## src/rtl/inv_round_key_feeder_if.sv

```systemverilog
// Round-key stream between the inverse key feeder and the inverse-cipher datapath.
// The master drives key/index/last with valid, and the slave answers with ready.
interface inv_round_key_feeder_if #(
   parameter int KW = 128
);
   logic          rk_valid;
   logic          rk_ready;
   logic [KW-1:0] round_key;
   logic [3:0]    round_idx;
   logic          rk_last;

   modport master (output rk_valid, round_key, round_idx, rk_last, input rk_ready);
   modport slave  (input rk_valid, round_key, round_idx, rk_last, output rk_ready);
endinterface

```

## src/rtl/inv_round_key_feeder.sv

```systemverilog
// Latches the cipher key and the expanded round keys into a local bank, then
// replays the bank from round 10 down to round 0 over a valid/ready stream.
module inv_round_key_feeder #(
   parameter int KW = 128,
   parameter int NR = 10
) (
   input  logic          HCLK,
   input  logic          n_rst,
   input  logic          keys_ready,
   input  logic [KW-1:0] keyword,
   input  logic [KW-1:0] subkey0,
   input  logic [KW-1:0] subkey1,
   input  logic [KW-1:0] subkey2,
   input  logic [KW-1:0] subkey3,
   input  logic [KW-1:0] subkey4,
   input  logic [KW-1:0] subkey5,
   input  logic [KW-1:0] subkey6,
   input  logic [KW-1:0] subkey7,
   input  logic [KW-1:0] subkey8,
   input  logic [KW-1:0] subkey9,
   input  logic          start,
   input  logic          abort,
   inv_round_key_feeder_if.master rk,
   output logic          busy,
   output logic          done,
   output logic          start_err
);
   typedef enum logic [1:0] {IDLE, ISSUE, DONE} state_t;

   localparam logic [3:0] TOP = 4'(NR);

   state_t                 state, state_nxt;
   logic [NR-1:0][KW-1:0]  sk;
   logic [NR:0][KW-1:0]    bank;
   logic [3:0]             idx;
   logic                   accept, launch;

   assign sk = {subkey9, subkey8, subkey7, subkey6, subkey5,
                subkey4, subkey3, subkey2, subkey1, subkey0};

   assign accept = rk.rk_valid & rk.rk_ready;
   assign launch = (state == IDLE) & start & keys_ready & ~abort;

   always_ff @(posedge HCLK or negedge n_rst) begin
      if (!n_rst) state <= IDLE;
      else        state <= state_nxt;
   end

   // abort outranks acceptance, so an aborted final beat never reaches DONE
   always_comb begin
      state_nxt = state;
      case (state)
         IDLE:    if (launch) state_nxt = ISSUE;
         ISSUE:   if (abort) state_nxt = IDLE;
                  else if (accept && idx == 4'd0) state_nxt = DONE;
         DONE:    state_nxt = IDLE;
         default: state_nxt = IDLE;
      endcase
   end

   // Every output is registered: status comes from the next state, and the
   // key register is preloaded with the next bank entry as each beat is taken.
   always_ff @(posedge HCLK or negedge n_rst) begin
      if (!n_rst) begin
         bank         <= '0;
         idx          <= '0;
         rk.rk_valid  <= 1'b0;
         rk.round_key <= '0;
         rk.round_idx <= '0;
         rk.rk_last   <= 1'b0;
         busy         <= 1'b0;
         done         <= 1'b0;
         start_err    <= 1'b0;
      end else begin
         rk.rk_valid <= (state_nxt == ISSUE);
         busy        <= (state_nxt != IDLE);
         done        <= (state_nxt == DONE);
         start_err   <= (state == IDLE) & start & ~keys_ready & ~abort;
         if (launch) begin
            bank         <= {sk, keyword};
            idx          <= TOP;
            rk.round_key <= sk[NR-1];
            rk.round_idx <= TOP;
            rk.rk_last   <= 1'b0;
         end else if (state == ISSUE && accept && !abort && idx != 4'd0) begin
            idx          <= idx - 4'd1;
            rk.round_key <= bank[idx - 4'd1];
            rk.round_idx <= idx - 4'd1;
            rk.rk_last   <= (idx == 4'd1);
         end
      end
   end
endmodule

```

## src/flat_wrapper.sv

```systemverilog
// flat-port wrapper written by rule: the top's interface ports become plain ports
module inv_round_key_feeder_flat 
#(
   parameter int KW = 128,
   parameter int NR = 10
)
  (HCLK, n_rst, keys_ready, keyword, subkey0, subkey1, subkey2, subkey3, subkey4, subkey5, subkey6, subkey7, subkey8, subkey9, start, abort, busy, done, start_err, rk_rk_valid, rk_round_key, rk_round_idx, rk_rk_last, rk_rk_ready);
  inv_round_key_feeder_if #(.KW(KW)) rk_i ();
  input  logic HCLK;
  input  logic n_rst;
  input  logic keys_ready;
  input  logic [KW-1:0] keyword;
  input  logic [KW-1:0] subkey0;
  input  logic [KW-1:0] subkey1;
  input  logic [KW-1:0] subkey2;
  input  logic [KW-1:0] subkey3;
  input  logic [KW-1:0] subkey4;
  input  logic [KW-1:0] subkey5;
  input  logic [KW-1:0] subkey6;
  input  logic [KW-1:0] subkey7;
  input  logic [KW-1:0] subkey8;
  input  logic [KW-1:0] subkey9;
  input  logic start;
  input  logic abort;
  output logic busy;
  output logic done;
  output logic start_err;
  output wire logic [$bits(rk_i.rk_valid)-1:0] rk_rk_valid;
  output wire logic [$bits(rk_i.round_key)-1:0] rk_round_key;
  output wire logic [$bits(rk_i.round_idx)-1:0] rk_round_idx;
  output wire logic [$bits(rk_i.rk_last)-1:0] rk_rk_last;
  input wire logic [$bits(rk_i.rk_ready)-1:0] rk_rk_ready;
  assign rk_rk_valid = rk_i.rk_valid;
  assign rk_round_key = rk_i.round_key;
  assign rk_round_idx = rk_i.round_idx;
  assign rk_rk_last = rk_i.rk_last;
  assign rk_i.rk_ready = rk_rk_ready;
  inv_round_key_feeder #(.KW(KW), .NR(NR)) u_core (.HCLK(HCLK), .n_rst(n_rst), .keys_ready(keys_ready), .keyword(keyword), .subkey0(subkey0), .subkey1(subkey1), .subkey2(subkey2), .subkey3(subkey3), .subkey4(subkey4), .subkey5(subkey5), .subkey6(subkey6), .subkey7(subkey7), .subkey8(subkey8), .subkey9(subkey9), .start(start), .abort(abort), .rk(rk_i), .busy(busy), .done(done), .start_err(start_err));
endmodule
```

## config.mk

```make
export PLATFORM = sky130hd
export DESIGN_NAME = inv_round_key_feeder_flat
export DESIGN_NICKNAME = d
export VERILOG_FILES = /design/src/rtl/inv_round_key_feeder_if.sv /design/src/rtl/inv_round_key_feeder.sv /design/src/flat_wrapper.sv
export SDC_FILE = /design/constraint.sdc
export NUM_CORES = 2
export LEC_CHECK = 0
export ABC_CLOCK_PERIOD_IN_PS = 3150
export CORE_AREA = 2 2 608 610
export CTS_CLUSTER_DIAMETER = 50
export DETAILED_ROUTE_END_ITERATION = 16
export DIE_AREA = 0 0 610 612
export SLEW_MARGIN = 15
export SYNTH_ARGS = -nofsm -noshare
export SYNTH_HDL_FRONTEND = slang
export SYNTH_SLANG_ARGS = --single-unit
```

## constraint.sdc

```tcl
create_clock -name HCLK -period 3.15 [get_ports HCLK]
set_input_delay 0.63 -clock HCLK [delete_from_list [all_inputs] [get_ports HCLK]]
set_output_delay 0.63 -clock HCLK [all_outputs]
set_load 0.1 [all_outputs]
```

==> flow_metrics.tcl <==
set metrics [dict create \
    coreArea_mm2 0.367 \
    pin_count 1551 \
    report.power.total_mw 71.5 \
    cts_htree_levels 4 \
    criticalPathCategory "flop to flop" \
    synth_area_per_cell_um2 9.13 \
    root_cell_of_the_clock_tree "sky130_fd_sc_hd__clkbuf_16" \
    timing.critical_path.slowest_cell_delay_ps 590 \
    critical_path.startpoint_type "flop" \
    num-nets-final 10500 \
    routedWlPerCell_um 24.1 \
    drtAntennaViolNets 0 \
    detailroute.via_count 61400 \
    ys_top_cells_by_area "sky130_fd_sc_hd__dfrtp_1 (57%), sky130_fd_sc_hd__nand2_1 (24%), sky130_fd_sc_hd__mux4_2 (8.5%)" \
    ys_warn_count 0 \
    port_buffers 1550 \
    wl_mm 343 \
    synth_commonest_cells "sky130_fd_sc_hd__nand2_1 (4360), sky130_fd_sc_hd__dfrtp_1 (1547), sky130_fd_sc_hd__clkbuf_1 (350)" \
    start_util_pct 18.6 \
    setup-violations-final 0 \
    row_count 223 \
    synthCells 7472 \
    global_route.peak_usage_layer "met2" \
    seq_area_mm2 0.0387 \
    synth.yosys.seq_area_share_pct 56.7 \
    worst_hold_path_type "input pin to flop" \
    count_of_flip_flops_with_a_built_in_enable_after_synthesis 0 \
    cellLeakagePower_nw 47.5 \
    maxSlewViolCount 0 \
    grt_use_total_pct 17.6 \
    area_of_the_multi_input_gates_mm2 0.0275 \
    place.gp.congestion 0.922 \
    firstDrtPassIters 6 \
    placedInstanceArea_mm2 0.0911 \
    run_status "complete, no violations" \
    critical_path.cell_chain "inv_8 > ha_4 > or3b_2 > or3b_4 > buf_4 > a21oi_1 > a22oi_1" \
    synthesis.area_mm2 0.0682 \
    slew-limit-headroom_pct 30.7 \
    rsz_0062_raised_after_global_routing "false" \
    grt_max_degree 81 \
    globalRouteMet1Util_pct 19.8 \
    cts.reportedPaths.clkPinSlew_ps 60 \
    design_area_mm2 0.0994 \
    postSynthRegisterBits 1547 \
    count_of_maximum_capacitance_violations 0 \
    cts-root-to-sink-buffers 4 \
    synthFlopType "sky130_fd_sc_hd__dfrtp_1" \
    use_met3_pct 4.17 \
    synth_top_cell_by_area "sky130_fd_sc_hd__dfrtp_1" \
    power_density_mw_per_mm2 720 \
    chipHeight_um 612 \
    cp-end-kind "flop" \
    clock_insertion_delay_worst_skew_ps 930 \
    detailedPlacementHpwl_mm 268 \
    synth_most_common_cell "sky130_fd_sc_hd__nand2_1" \
    grt_pass1_vias 61400 \
    ys_types 32 \
    grt_pass1_wl_mm 471 \
    die-area_mm2 0.373 \
    chipWidth_um 610 \
    critPathRequiredTime_ps 3910 \
    first_iter_violations 5980 \
    clock_tree_from_tritoncts "done" \
    worstPathMaxFanout 40 \
    critical_path.n_buffers_inverters 2 \
    detail_route.drc_violations 0 \
    timing.fmax_mhz 339 \
    flow.area_growth_from_synthesis_pct 45.7 \
    arrival_ps 3710 \
    final.period_utilization_pct 93.7 \
    ir_worst_vdd_uv 514 \
    synth_nets 8889 \
    hold_viol_final 0 \
    worst_clock_skew_ps 79.2 \
    vias_per_cell 4.33 \
    antenna_violations_before_repair 164 \
    worst_path_max_delay_cell "sky130_fd_sc_hd__or3b_2" \
    fraction_of_final_layout_cells_with_drive_strength_greater_than_1_pct 11.8 \
    synth-async-reset-ratio_pct 100 \
    fillers 39100 \
    met2_usage_pct 30.0 \
    dominant_delay_contributor_by_cell_family_on_the_critical_path "simple AND/OR/NAND/NOR gates" \
    gr-total-overflow 0 \
    clock_sink_count 1547 \
    worstMarginPinSlew_ps 1040 \
    fin_setup_tns_ps 0 \
    fin_crit_ps 2950 \
    netlist.area_leader.share_pct 56.7 \
    numCtsBuffers 222 \
]
[cell usage in the layout, fill, tap and decap left out, types with 2 or more instances in the layout]
cell type,instances
sky130_fd_sc_hd__a21oi_1,220
sky130_fd_sc_hd__a22oi_1,167
sky130_fd_sc_hd__buf_12,109
sky130_fd_sc_hd__buf_4,323
sky130_fd_sc_hd__bufinv_16,33
sky130_fd_sc_hd__clkbuf_1,15
sky130_fd_sc_hd__clkbuf_16,225
sky130_fd_sc_hd__clkbuf_8,30
sky130_fd_sc_hd__clkdlybuf4s50_1,1412
sky130_fd_sc_hd__clkinv_16,2
sky130_fd_sc_hd__clkinv_2,29
sky130_fd_sc_hd__clkinv_4,12
sky130_fd_sc_hd__clkinv_8,2
sky130_fd_sc_hd__clkinvlp_4,16
sky130_fd_sc_hd__dfrtp_1,1546
sky130_fd_sc_hd__diode_2,145
sky130_fd_sc_hd__ha_1,2
sky130_fd_sc_hd__inv_16,2
sky130_fd_sc_hd__inv_6,20
sky130_fd_sc_hd__inv_8,18
sky130_fd_sc_hd__mux2i_1,128
sky130_fd_sc_hd__mux2i_4,2
sky130_fd_sc_hd__mux4_2,256
sky130_fd_sc_hd__nand2_1,4359
sky130_fd_sc_hd__nand3_1,2
sky130_fd_sc_hd__nor2_1,5
sky130_fd_sc_hd__nor2b_1,3
sky130_fd_sc_hd__nor3_1,2
sky130_fd_sc_hd__o21ai_0,169
sky130_fd_sc_hd__o22ai_1,89
sky130_fd_sc_hd__xor2_1,2
[metal layers]
layer / wire length [um] / part of all wire (%) / vias up
li1: - / - / 27500
met1: 126000 / 37 / 30700
met2: 172000 / 50 / 2526
met3: 23800 / 7.0 / 650
met4: 20100 / 5.9 / 60
met5: 400 / 0.12 / -
[report_power, final]
group | leakage, nW | switching (mW) | internal [mW]
clock network | 3.89 | 10.4 | 16.6
logic | 24.4 | 11.1 | 6.82
registers | 19.2 | 2.60 | 23.9
total | 47.5 | 24.1 | 47.4
[stage by stage]
| stage | cells | worst slack (ps) | hold WS, ps | util [%] |
|---|---|---|---|---|
| 2_1_floorplan | 7472 | 19.3 | 334 | - |
| 3_3_place_gp | 13700 | 33.1 | 452 | 24.8 |
| 3_5_place_dp | 13700 | 8.80 | 456 | 24.8 |
| 4_1_cts | 14100 | 58.6 | 121 | 27.0 |
| 5_1_grt | 14200 | 59.6 | 191 | 27.1 |
| 6_report | 14200 | 198 | 229 | 27.1 |
[state kept, by name, indices dropped and copies added (netlist names)]
signal,count
u_core.bank,1408
u_core.busy,1
u_core.done,1
u_core.rk.rk_last,1
u_core.rk.rk_valid,1
u_core.rk.round_idx,4
u_core.rk.round_key,128
u_core.start_err,1
u_core.state,2
[final timing paths]
| check | from | to | slack [ps] | cells after the start |
|---|---|---|---|---|
| worst max-delay path | u_core.rk.round_idx[0] | u_core.rk.round_key[96] | 200 | 7 |
| worst min-delay path | subkey4[91] | u_core.bank[731] | 230 | 3 |
| worst max register to register | u_core.rk.round_idx[0] | u_core.rk.round_key[96] | 200 | 7 |
| worst min register to register | u_core.bank[118] | u_core.bank[118] | 460 | 2 |
| max in group asynchronous | n_rst | u_core.bank[402] | 1530 | 3 |
| min in group asynchronous | n_rst | u_core.bank[1051] | 570 | 2 |
[layout make-up]
class | count | share of cell area (%)
Antenna cell | 145 | 0.365
Clock buffer | 270 | 6.14
Clock inverter | 133 | 1.87
Inverter | 2 | 0.0151
Multi-Input combinational cell | 5422 | 27.7
Sequential cell | 1547 | 39.0
Tap cell | 4837 | 6.09
Timing Repair Buffer | 1847 | 18.9
[worst register-to-register path, stage by stage, from the launching register on]
cell                      delay, ps
sky130_fd_sc_hd__dfrtp_4        550
sky130_fd_sc_hd__inv_8          100
sky130_fd_sc_hd__ha_4           120
sky130_fd_sc_hd__or3b_2         590
sky130_fd_sc_hd__or3b_4         490
sky130_fd_sc_hd__buf_4          600
sky130_fd_sc_hd__a21oi_1        130
sky130_fd_sc_hd__a22oi_1        220
[cells by family (layout without fill, tap and decap cells)]
family,after synthesis,count (layout),synth area share [%]
simple gates,4383,4383,24.2
other cells,0,145,0
compound gates,647,647,5.53
flops,1547,1547,56.7
xor+xnor,3,3,0.0385
fa+ha+maj,3,3,0.0550
mux,386,386,10.4
buf+inv,503,2252,3.08
[timing repair]
item / CTS / global route
buffers inserted: 0 / 0
hold buffers: 1 / 0
setup endpoints to repair: 1 / 0
endpoints found under the hold margin: 47 / 0
resized for setup: 1 / 0
No activity file was read; power rests on OpenSTA's default activity.
